`config.mk`:
```
export PLATFORM = sky130hd
export DESIGN_NAME = lm_sm_sequencer_flat
export DESIGN_NICKNAME = d
export VERILOG_FILES = /design/src/rtl/lm_sm_sequencer_if.sv /design/src/rtl/lm_sm_sequencer.sv /design/src/flat_wrapper.sv
export SDC_FILE = /design/constraint.sdc
export NUM_CORES = 1
export LEC_CHECK = 0
export ABC_AREA = 1
export CAP_MARGIN = 20
export CORE_UTILIZATION = 45
export DETAILED_ROUTE_END_ITERATION = 7
export PLACE_DENSITY = 0.85
export SETUP_SLACK_MARGIN = 0.2
export SYNTH_ARGS = -nofsm -noshare
export SYNTH_HDL_FRONTEND = slang
export SYNTH_SLANG_ARGS = --single-unit
```
`constraint.sdc`:
```
create_clock -name clk -period 1.8 [get_ports clk]
set_clock_uncertainty 0.05 [all_clocks]
set_input_delay 0.36 -clock clk [delete_from_list [all_inputs] [get_ports clk]]
set_output_delay 0.36 -clock clk [all_outputs]
set_load 0.02 [all_outputs]
```
`src/rtl/lm_sm_sequencer_if.sv`:
```
// Decode-side request and micro-op result bundle for the LM/SM sequencer.
// The master drives decode fields and pipeline controls; the slave returns micro-ops.
interface lm_sm_sequencer_if;
  logic       valid_in;
  logic [5:0] op_in;
  logic [2:0] ra_in;
  logic [7:0] imm8_in;
  logic       stall_in;
  logic       flush;
  logic       busy;
  logic       stall_fetch;
  logic       uop_valid;
  logic       uop_store;
  logic [2:0] uop_reg;
  logic [2:0] uop_base;
  logic [2:0] uop_offset;
  logic       uop_first;
  logic       uop_last;

  modport master (
    output valid_in, op_in, ra_in, imm8_in, stall_in, flush,
    input  busy, stall_fetch, uop_valid, uop_store, uop_reg, uop_base,
           uop_offset, uop_first, uop_last
  );

  modport slave (
    input  valid_in, op_in, ra_in, imm8_in, stall_in, flush,
    output busy, stall_fetch, uop_valid, uop_store, uop_reg, uop_base,
           uop_offset, uop_first, uop_last
  );
endinterface

```
`src/rtl/lm_sm_sequencer.sv`:
```
// Expands one LM/SM with an 8-bit register mask into single-register micro-ops,
// lowest register first, holding fetch/decode until the last micro-op issues.
module lm_sm_sequencer #(
  parameter logic [3:0] OP_LM = 4'b0110,
  parameter logic [3:0] OP_SM = 4'b0111
) (
  input logic           clk,
  input logic           reset,
  lm_sm_sequencer_if.slave bus
);

  typedef enum logic {IDLE = 1'b0, SEQ = 1'b1} state_t;

  state_t     state, state_nxt;
  logic [7:0] mask_r, mask_nxt;
  logic [2:0] base_r, base_nxt;
  logic       store_r, store_nxt;
  logic [2:0] offset_r, offset_nxt;

  logic       is_lmsm;
  logic       accept;
  logic       in_seq;
  logic       last;
  logic       unused_op_bits;

  function automatic logic [2:0] lowest_idx(input logic [7:0] m);
    logic [2:0] idx;
    idx = 3'd0;
    for (int i = 7; i >= 0; i--) begin
      if (m[i]) idx = 3'(i);
    end
    return idx;
  endfunction

  function automatic logic single_bit(input logic [7:0] m);
    return (m != 8'd0) && ((m & (m - 8'd1)) == 8'd0);
  endfunction

  // Only the major opcode and its LSB (LM vs SM) matter here.
  assign unused_op_bits = ^bus.op_in[1:0];

  assign is_lmsm = (bus.op_in[5:2] == OP_LM) || (bus.op_in[5:2] == OP_SM);
  assign in_seq  = (state == SEQ);
  assign last    = single_bit(mask_r);
  assign accept  = (state == IDLE) && bus.valid_in && is_lmsm &&
                   (bus.imm8_in != 8'd0) && !bus.stall_in && !bus.flush;

  always_ff @(posedge clk or posedge reset) begin
    if (reset) begin
      state    <= IDLE;
      mask_r   <= 8'd0;
      base_r   <= 3'd0;
      store_r  <= 1'b0;
      offset_r <= 3'd0;
    end else begin
      state    <= state_nxt;
      mask_r   <= mask_nxt;
      base_r   <= base_nxt;
      store_r  <= store_nxt;
      offset_r <= offset_nxt;
    end
  end

  always_comb begin
    state_nxt  = state;
    mask_nxt   = mask_r;
    base_nxt   = base_r;
    store_nxt  = store_r;
    offset_nxt = offset_r;

    // Flush beats both the stall hold and a fresh accept.
    if (bus.flush) begin
      state_nxt  = IDLE;
      mask_nxt   = 8'd0;
      offset_nxt = 3'd0;
    end else begin
      case (state)
        IDLE: begin
          if (accept) begin
            state_nxt  = SEQ;
            mask_nxt   = bus.imm8_in;
            base_nxt   = bus.ra_in;
            store_nxt  = bus.op_in[2];
            offset_nxt = 3'd0;
          end
        end
        SEQ: begin
          if (!bus.stall_in) begin
            mask_nxt   = mask_r & (mask_r - 8'd1);
            offset_nxt = offset_r + 3'd1;
            if (last) state_nxt = IDLE;
          end
        end
        default: state_nxt = IDLE;
      endcase
    end

    bus.busy        = in_seq;
    bus.uop_valid   = in_seq;
    bus.uop_store   = in_seq & store_r;
    bus.uop_reg     = in_seq ? lowest_idx(mask_r) : 3'd0;
    bus.uop_base    = in_seq ? base_r : 3'd0;
    bus.uop_offset  = in_seq ? offset_r : 3'd0;
    bus.uop_first   = in_seq && (offset_r == 3'd0);
    bus.uop_last    = in_seq && last;
    // Fetch is released in the cycle the last micro-op actually issues.
    bus.stall_fetch = accept || (in_seq && !bus.flush && !(last && !bus.stall_in));
  end

endmodule

```
`src/flat_wrapper.sv`:
```
// flat-port wrapper written by rule: the top's interface ports become plain ports
module lm_sm_sequencer_flat 
#(
  parameter logic [3:0] OP_LM = 4'b0110,
  parameter logic [3:0] OP_SM = 4'b0111
)
  (clk, reset, bus_valid_in, bus_op_in, bus_ra_in, bus_imm8_in, bus_stall_in, bus_flush, bus_busy, bus_stall_fetch, bus_uop_valid, bus_uop_store, bus_uop_reg, bus_uop_base, bus_uop_offset, bus_uop_first, bus_uop_last);
  lm_sm_sequencer_if bus_i ();
  input logic clk;
  input logic reset;
  input wire logic [$bits(bus_i.valid_in)-1:0] bus_valid_in;
  input wire logic [$bits(bus_i.op_in)-1:0] bus_op_in;
  input wire logic [$bits(bus_i.ra_in)-1:0] bus_ra_in;
  input wire logic [$bits(bus_i.imm8_in)-1:0] bus_imm8_in;
  input wire logic [$bits(bus_i.stall_in)-1:0] bus_stall_in;
  input wire logic [$bits(bus_i.flush)-1:0] bus_flush;
  output wire logic [$bits(bus_i.busy)-1:0] bus_busy;
  output wire logic [$bits(bus_i.stall_fetch)-1:0] bus_stall_fetch;
  output wire logic [$bits(bus_i.uop_valid)-1:0] bus_uop_valid;
  output wire logic [$bits(bus_i.uop_store)-1:0] bus_uop_store;
  output wire logic [$bits(bus_i.uop_reg)-1:0] bus_uop_reg;
  output wire logic [$bits(bus_i.uop_base)-1:0] bus_uop_base;
  output wire logic [$bits(bus_i.uop_offset)-1:0] bus_uop_offset;
  output wire logic [$bits(bus_i.uop_first)-1:0] bus_uop_first;
  output wire logic [$bits(bus_i.uop_last)-1:0] bus_uop_last;
  assign bus_i.valid_in = bus_valid_in;
  assign bus_i.op_in = bus_op_in;
  assign bus_i.ra_in = bus_ra_in;
  assign bus_i.imm8_in = bus_imm8_in;
  assign bus_i.stall_in = bus_stall_in;
  assign bus_i.flush = bus_flush;
  assign bus_busy = bus_i.busy;
  assign bus_stall_fetch = bus_i.stall_fetch;
  assign bus_uop_valid = bus_i.uop_valid;
  assign bus_uop_store = bus_i.uop_store;
  assign bus_uop_reg = bus_i.uop_reg;
  assign bus_uop_base = bus_i.uop_base;
  assign bus_uop_offset = bus_i.uop_offset;
  assign bus_uop_first = bus_i.uop_first;
  assign bus_uop_last = bus_i.uop_last;
  lm_sm_sequencer #(.OP_LM(OP_LM), .OP_SM(OP_SM)) u_core (.clk(clk), .reset(reset), .bus(bus_i));
endmodule
```
---- After elaboration in Yosys (flattened, before gate mapping) ----
Cells that the tools add are included.
storage, ports and cells
  input bits .............................. 22
  output and inout bits ................... 15
  register bits ........................... 16
cells by class
  muxes and demuxes ....................... 24
  $add $sub $neg .......................... 2
  equality and inequality tests ........... 4
  bitwise logic cells ..................... 4
  reduce and logical (&&, ||, !) cells .... 22
operators by type and width
  kind                   count
  $mux W3                14
  $mux W8                3
  $pmux W8 S2            1
  $reduce_bool A8 Y1     2
  $logic_and A1 B1 Y1    11
  $and A8 B8 Y8          1
  $eq A4 B3 Y1 const B   2
  $logic_not A8 Y1       1
  $sub A8 B1 Y8 const B  1
  $pmux W3 S2            1
  $mux W1                4
  $add A3 B1 Y3 const B  1
  $logic_not A1 Y1       3
  $logic_not A3 Y1       1
  $ne A3 B2 Y1 const B   1
  $ne A3 B3 Y1 const B   1
  $reduce_and A3 Y1      1
  $logic_or A1 B1 Y1     2
  $not A1 Y1             2
  $pmux W1 S2            1
  $reduce_and A2 Y1      1
  $and A1 B1 Y1          1

---- Logic depth before layout (Yosys ltp) ----
Gate-level depths: netlist of the first run.
  depth after elaboration ................. 9
  depth in mapped cells ................... 9
  depth with buffers taken out ............ 9

---- Worst setup path after synthesis of the first run ----
Ideal clock, no wire load.
  path type ............................... reg2out
  start point ............................. register u_core.state, in the netlist u_core.bus.busy
  end point ............................... output port bus_uop_reg[1]
  data arrival time ....................... 1.465 ns
  cell stages (with the launch flop) ...... 4
  path slack .............................. -0.075 ns
  cell sequence ........................... dfrtp_1 > clkbuf_1 > nand2_1 > a211oi_1
on the way
  cells in the longest elaborated chain, start to end .. 1
RTL lines
  what                      RTL line                text
  start: declaration        lm_sm_sequencer.sv:14   state_t state, state_nxt;
  start signal: assignment  lm_sm_sequencer.sv:56   state <= state_nxt;
  $mux W3                   lm_sm_sequencer.sv:101  bus.uop_reg = in_seq ? lowest_idx(mask_r) : 3'd0;
  end: declaration          flat_wrapper.sv:21      output wire logic [$bits(bus_i.uop_reg)-1:0] bus_uop_reg;
No other way between the ends.

---- Final worst setup path of the first run ----
  start point ............................. input port bus_imm8_in[0]
  end point ............................... output port bus_stall_fetch
on the way
  cells in the longest elaborated chain, start to end .. 5
RTL lines
  what                               RTL line                text
  start: declaration                 flat_wrapper.sv:14      input wire logic [$bits(bus_i.imm8_in)-1:0] bus_imm8_in;
  $reduce_bool A8 Y1                 lm_sm_sequencer.sv:46   (bus.imm8_in != 8'd0) && !bus.stall_in && !bus.flush;
  $logic_and A1 B1 Y1                lm_sm_sequencer.sv:45   assign accept = (state == IDLE) && bus.valid_in && is_lmsm &&
  $logic_and A1 B1 Y1 (2 in series)  lm_sm_sequencer.sv:46
  $logic_or A1 B1 Y1                 lm_sm_sequencer.sv:107  bus.stall_fetch = accept || (in_seq && !bus.flush && !(last && !bus.stall_in));
  end: declaration                   flat_wrapper.sv:18      output wire logic [$bits(bus_i.stall_fetch)-1:0] bus_stall_fetch;
No other way between the ends.

==> run metrics, run 1 <==
Max VDD drop 580 uV; leading post-synthesis cells by cell area dfrtp_1 (37%), nand2_1 (24%), inv_1 (9.3%); Final period util 133%; CTS Sinks 16; Worst-path clk slew 0.10 ns; First DRT Iteration DRCs 99; CTS Buf Count 3; Nets 276; area delta synth->final 89.0%; DR vias/cell 5.90; area of the die 2610 sq um; Seq cells post-synth 16; Final Hold Fails 0; Synth top area share 36.9%; gr ovfl total 0; Int Power 746 uW; startpoint type of the worst setup path input port; worst-margin pin slew 0.355 ns; failing checks negative setup slack; Routed Antenna Nets 0; switching power of the nets 430 uW; Die X-Extent 51.1 um; Antenna diodes 0; final setup violation count 6; layout cell share with drive strength beyond 1 47.0%; global-route wire length before repair 6440 um; TNS Setup -1.30 ns; Reg-to-Reg Start u_core.bus.busy; Multi-input gate area 768 sq um; Longest Clk Path Bufs 2; dominant cell type by area after synthesis dfrtp_1; critical path start-end classification input port to primary output; critical path arrival 1.98 ns; IO Port Bufs 34; Core Area 2230 sq um; syn_nets 194; Ports 37; syn avg cell area 6.38 sq um; f_max 418 MHz; crit path from bus_imm8_in[0]; Reg power frac 36.3%; routed vias 1647; vias in the first global route 1429; Syn Inst Count 170; mapped cell area 1080 sq um; CP Capture Type primary output; Yosys cell types 22; routed wire length 5410 um; CP max FO 2; Max-Cap Viols 0; status complete, but fails checks; Seq/Total Area, Yosys 36.9%; Pre-antenna DRT Iters 5; Slew Viols, Final 0; Tot GR Track Use 33.8%; num rows 17; Ys Warns 0; combinational power share 41.7%; residual DRC count 0; Register Area 402 sq um; RSZ-0062 raised after global routing yes; DP HPWL 2650 um; clock group share of total power 22.0%; routability cong. 0.839; Hold/Removal Path Class input port to asynchronous set/reset pin; H-tree Lvls 1; antenna violations before repair 0; post-DR wirelength/cell 19.4 um; CTS tree yes; minimum clock period 2.39 ns; Critical Path RT 1.39 ns; Slew headroom 76.3%; PwrDens 573 nW/um^2; Static Leak 0.00112 uW; clock root buffer clkbuf_4; Min Hold Slack 0.217 ns; Clk Latency, worst-skew pair 0.30 ns; final setup margin -0.594 ns; post-route core utilization 91.8%; switching share of total power 36.5%; Initial Util 48.6%; pin count of the biggest net entering global routing 15; filler instances 81; worst slack, placed -0.663 ns; die height 51.1 um
[routing by layer]
layer	vias up	track usage, %	part of all wire, %
li1	683	-	-
met1	758	38.6	34
met2	153	61.0	47
met3	53	3.57	9.7
met4	0	18.1	8.9
met5	-	0	0
[cell families (layout without fill, tap and decap cells)]
family                   after synthesis  count (layout)  synth area share [%]
AO/OA/AOI/OAI                         14              14                  7.84
adder cells (fa/ha/maj)                2               2                  2.31
buffers and inverters                 30             110                  11.4
flip-flops                            16              16                  36.9
AND/OR/NAND/NOR                      108             109                  41.5
[placed cells by master (no fill, tap or decap), types with 2 or more instances in the layout]
cell type	Yosys	routed
nor2_2	1	7
o21ai_0	6	5
clkbuf_4	0	3
nand2_4	0	2
buf_4	1	36
a21oi_2	0	2
nand2_2	3	13
nor2_4	1	4
inv_2	0	9
buf_2	0	4
nand2_1	70	56
nand2_8	0	3
dfrtp_1	16	15
buf_6	1	20
nand3_2	1	6
nand3_1	11	5
o21ai_2	2	3
inv_1	27	18
nor2_1	18	9
clkdlybuf4s50_1	0	18
[cell type report]
type | instances | share of cell area [%]
inverters | 27 | 4.94
repair buffers | 79 | 34.5
flip-flops and latches | 16 | 19.6
clock buffers | 4 | 1.77
well taps | 28 | 1.71
multi-input cells | 125 | 37.5
[state kept, by name (all words and copies together), names as in the netlist]
signal,count
u_core.store_r,1
u_core.offset_r,3
u_core.base_r,3
u_core.mask_r,8
u_core.bus.busy,1
[critical path, cell delays in order]
cell and delay (ns):
clkdlybuf4s50_1 0.47, nor2_1 0.21, nand4_1 0.20, nand2_2 0.17, inv_2 0.06, a21oi_1 0.30
nand2_4 0.08, buf_6 0.14
[final timing paths]
check,slack (ns),cells past startpoint,to
setup / recovery,-0.59,8,bus_stall_fetch
hold / removal,0.22,2,u_core.offset_r[0]
setup reg to reg,0.09,10,u_core.mask_r[7]
hold reg to reg,0.45,2,u_core.base_r[0]
max in group asynchronous,1.04,3,u_core.bus.busy
min in group clk,0.45,2,u_core.base_r[0]
[cell usage after synthesis (all sizes together)]
cell type  count
buf            2
nand2         73
o21a           1
a21oi          3
dfrtp         16
inv           27
a22oi          1
ha             2
a211oi         1
nand3b         1
nand4          1
clkbuf         1
nand3         12
o21ai          8
nor3           1
nor2          20
[power groups by stage]
stage               Combinational [uW]  Clock, uW  Sequential, uW
floorplan                          170          0             425
global placement                   345          0             423
detailed placement                 357          0             426
CTS                                390        244             421
global route                       517        262             430
finish                             490        258             427
[metrics by stage]
stage | area (sq um) | total power (uW) | instances
after CTS | 1840 | 1060 | 273
after global placement | 1760 | 768 | 264
after detailed placement | 1760 | 783 | 264
after floorplan | 1140 | 595 | 170
after global routing | 2050 | 1210 | 279
final | 2050 | 1180 | 279
[timing repair]
action                     4_1_cts  5_1_grt
hold buffers                     0        0
setup endpoints to repair       26       21
cloned                           0        1
setup buffers                    5        5
gates resized for setup         81       54
pin swaps                       12       27
(Power assumes the default switching activity.)
==> run 2, diff against run 1 <==
--- a/config.mk
+++ b/config.mk
@@ -7,6 +7,7 @@
 export LEC_CHECK = 0
 export ABC_AREA = 1
 export CAP_MARGIN = 20
+export CORE_MARGIN = 3
 export CORE_UTILIZATION = 45
 export DETAILED_ROUTE_END_ITERATION = 7
 export PLACE_DENSITY = 0.85
==> run 2 against run 1 <==
  * The run still ends with negative setup slack left
  * Worst hold slack better by 0.065 ns
  * Worst setup slack better by 0.16 ns
  * Non-clock buffer count down 5
  * Count of clock-buffer cells in the layout unchanged
  * Register-to-register slack better by 0.10 ns
  * Global-route usage down 6.6 points
  * Die area up 16%
  * Critical path depth up 1
  * Largest power group unchanged
==> run metrics, run 2 (synthesis results as in run 1) <==
status complete, but fails checks; failing checks negative setup slack; cell area after layout 1960 sq um; critical path start-end classification register to primary output; layout cell share with drive strength beyond 1 42.7%; Clk Latency, worst-skew pair 0.30 ns; clock root buffer clkbuf_4; area delta synth->final 80.7%; Critical Path RT 1.39 ns; Crit-path slowest cell dfrtp_1; routability cong. 0.912; num rows 17; delay of the slowest critical-path stage 0.44 ns; final setup margin -0.439 ns; CP Capture Type primary output; First DRT Iteration DRCs 73; Tot GR Track Use 27.2%; filler instances 126; commonest non-fill, non-tap cells in the layout nand2_1 (60), buf_4 (36), inv_1 (20); Max-Cap Viols 0; worst r2r path cells 10; Hold/Removal Path Class input port to asynchronous set/reset pin; DP HPWL 2720 um; Routed Antenna Nets 0; CP max FO 5; H-tree Lvls 1; final non-filler cell total 274; dpl cell area 1720 sq um; post-DR wirelength/cell 15.8 um; Slew Viols, Final 0; Antenna diodes 0; Final Hold Fails 0; RSZ-0062 raised after global routing yes; CTS Sinks 16; gr ovfl total 0; pin count of the biggest net entering global routing 15; Ports 37; setup slack, reg-to-reg 0.19 ns; antenna violations before repair 0; global-route wire length before repair 5700 um; startpoint type of the worst setup path register; Die X-Extent 55.1 um; DR vias/cell 5.31; routed vias 1455; critical path arrival 1.83 ns; PwrDens 575 nW/um^2; f_max 447 MHz; IO Port Bufs 34; area of the die 3040 sq um; CP dominant cell by count nand2_4; routed wire length 4330 um; worst-margin pin slew 0.344 ns; Nets 271; number of flip-flops in the largest register 8; largest registers u_core.mask_r x8, u_core.base_r x3, u_core.offset_r x3; Top reg by flops u_core.mask_r; CP cell instances nor2_4 -> nand3_2 -> nand2_2 -> inv_1 -> nor2_2 -> nand3_4 -> nand2_4 -> nand2_4 -> buf_6; Initial Util 48.1%; Longest Clk Path Bufs 2; most common cell after layout, fill and taps aside nand2_1; CTS Buf Count 3; Slew headroom 77.0%; CP Buf/Inv Count 2; Placed Cells 259; FF-to-FF End u_core.mask_r[7]; CTS tree yes; Core Area 2250 sq um; Final period util 124%; Max VDD drop 525 uV; minimum clock period 2.24 ns; post-route core utilization 87.0%; Pre-antenna DRT Iters 4; die height 55.1 um; Static Leak 0.00109 uW; Reg-to-Reg Start u_core.bus.busy; residual DRC count 0; vias in the first global route 1311; final setup violation count 5; Worst-path clk slew 0.10 ns; TNS Setup -0.961 ns; crit-path leading delay family simple AND/OR/NAND/NOR gates
run 2: final cells by class:
| cell class | instances | area (sq um) | share of cell area, % |
|---|---|---|---|
| Clock buffer | 4 | 36.3 | 1.85 |
| Inverter | 27 | 101 | 5.17 |
| Multi-Input combinational cell | 125 | 762 | 38.9 |
| Sequential cell | 16 | 402 | 20.5 |
| Tap cell | 28 | 35.0 | 1.79 |
| Timing Repair Buffer | 74 | 624 | 31.8 |
run 2: worst max path at each step:
stage / endpoint / start / cells after the start
after floorplan: bus_stall_fetch / u_core.bus.busy / 7
after global placement: bus_stall_fetch / bus_imm8_in[5] / 8
after detailed placement: bus_stall_fetch / bus_imm8_in[5] / 8
after CTS: bus_stall_fetch / u_core.mask_r[0] / 9
after global routing: bus_stall_fetch / u_core.mask_r[1] / 9
final: bus_stall_fetch / u_core.mask_r[1] / 9
run 2: per-stage QoR:
step / setup WS [ns] / power (uW) / hold WS (ns)
3_3_place_gp: -0.623 / 755 / 0.414
6_report: -0.439 / 1130 / 0.281
5_1_grt: -0.499 / 1180 / 0.290
2_1_floorplan: 0.204 / 595 / 0.224
4_1_cts: -0.290 / 1060 / 0.289
3_5_place_dp: -0.702 / 770 / 0.417
run 2: report_power, final:
group	switching [uW]	leakage [uW]	internal (uW)	total, uW
sequential	28.4	0.000211	393	422
clock	122	0.0000210	123	246
combinational	242	0.000857	219	460
run 2: worst reg2reg max path, stage by stage, from the launching register on:
cell and delay [ns]:
dfrtp_2 0.42, buf_4 0.15, nor2_4 0.13, nand3_2 0.08, nor2_2 0.13, nand2_2 0.07
buf_6 0.14, nand2_8 0.08, buf_6 0.13, nand3_2 0.10, nand2_1 0.08
run 2: timing repair:
action	CTS	global route
setup endpoints to repair	26	18
pin swaps	9	15
cloned	0	1
resized for setup	82	32
hold buffers	0	0
buffers inserted	5	5
run 2: per-layer routing:
layer / vias to the layer above / global-route usage, % / part of all wire, %
li1: 671 / - / -
met1: 672 / 27.0 / 35
met2: 87 / 54.1 / 53
met3: 25 / 3.49 / 6.0
met4: 0 / 13.4 / 5.3
met5: - / 0 / 0
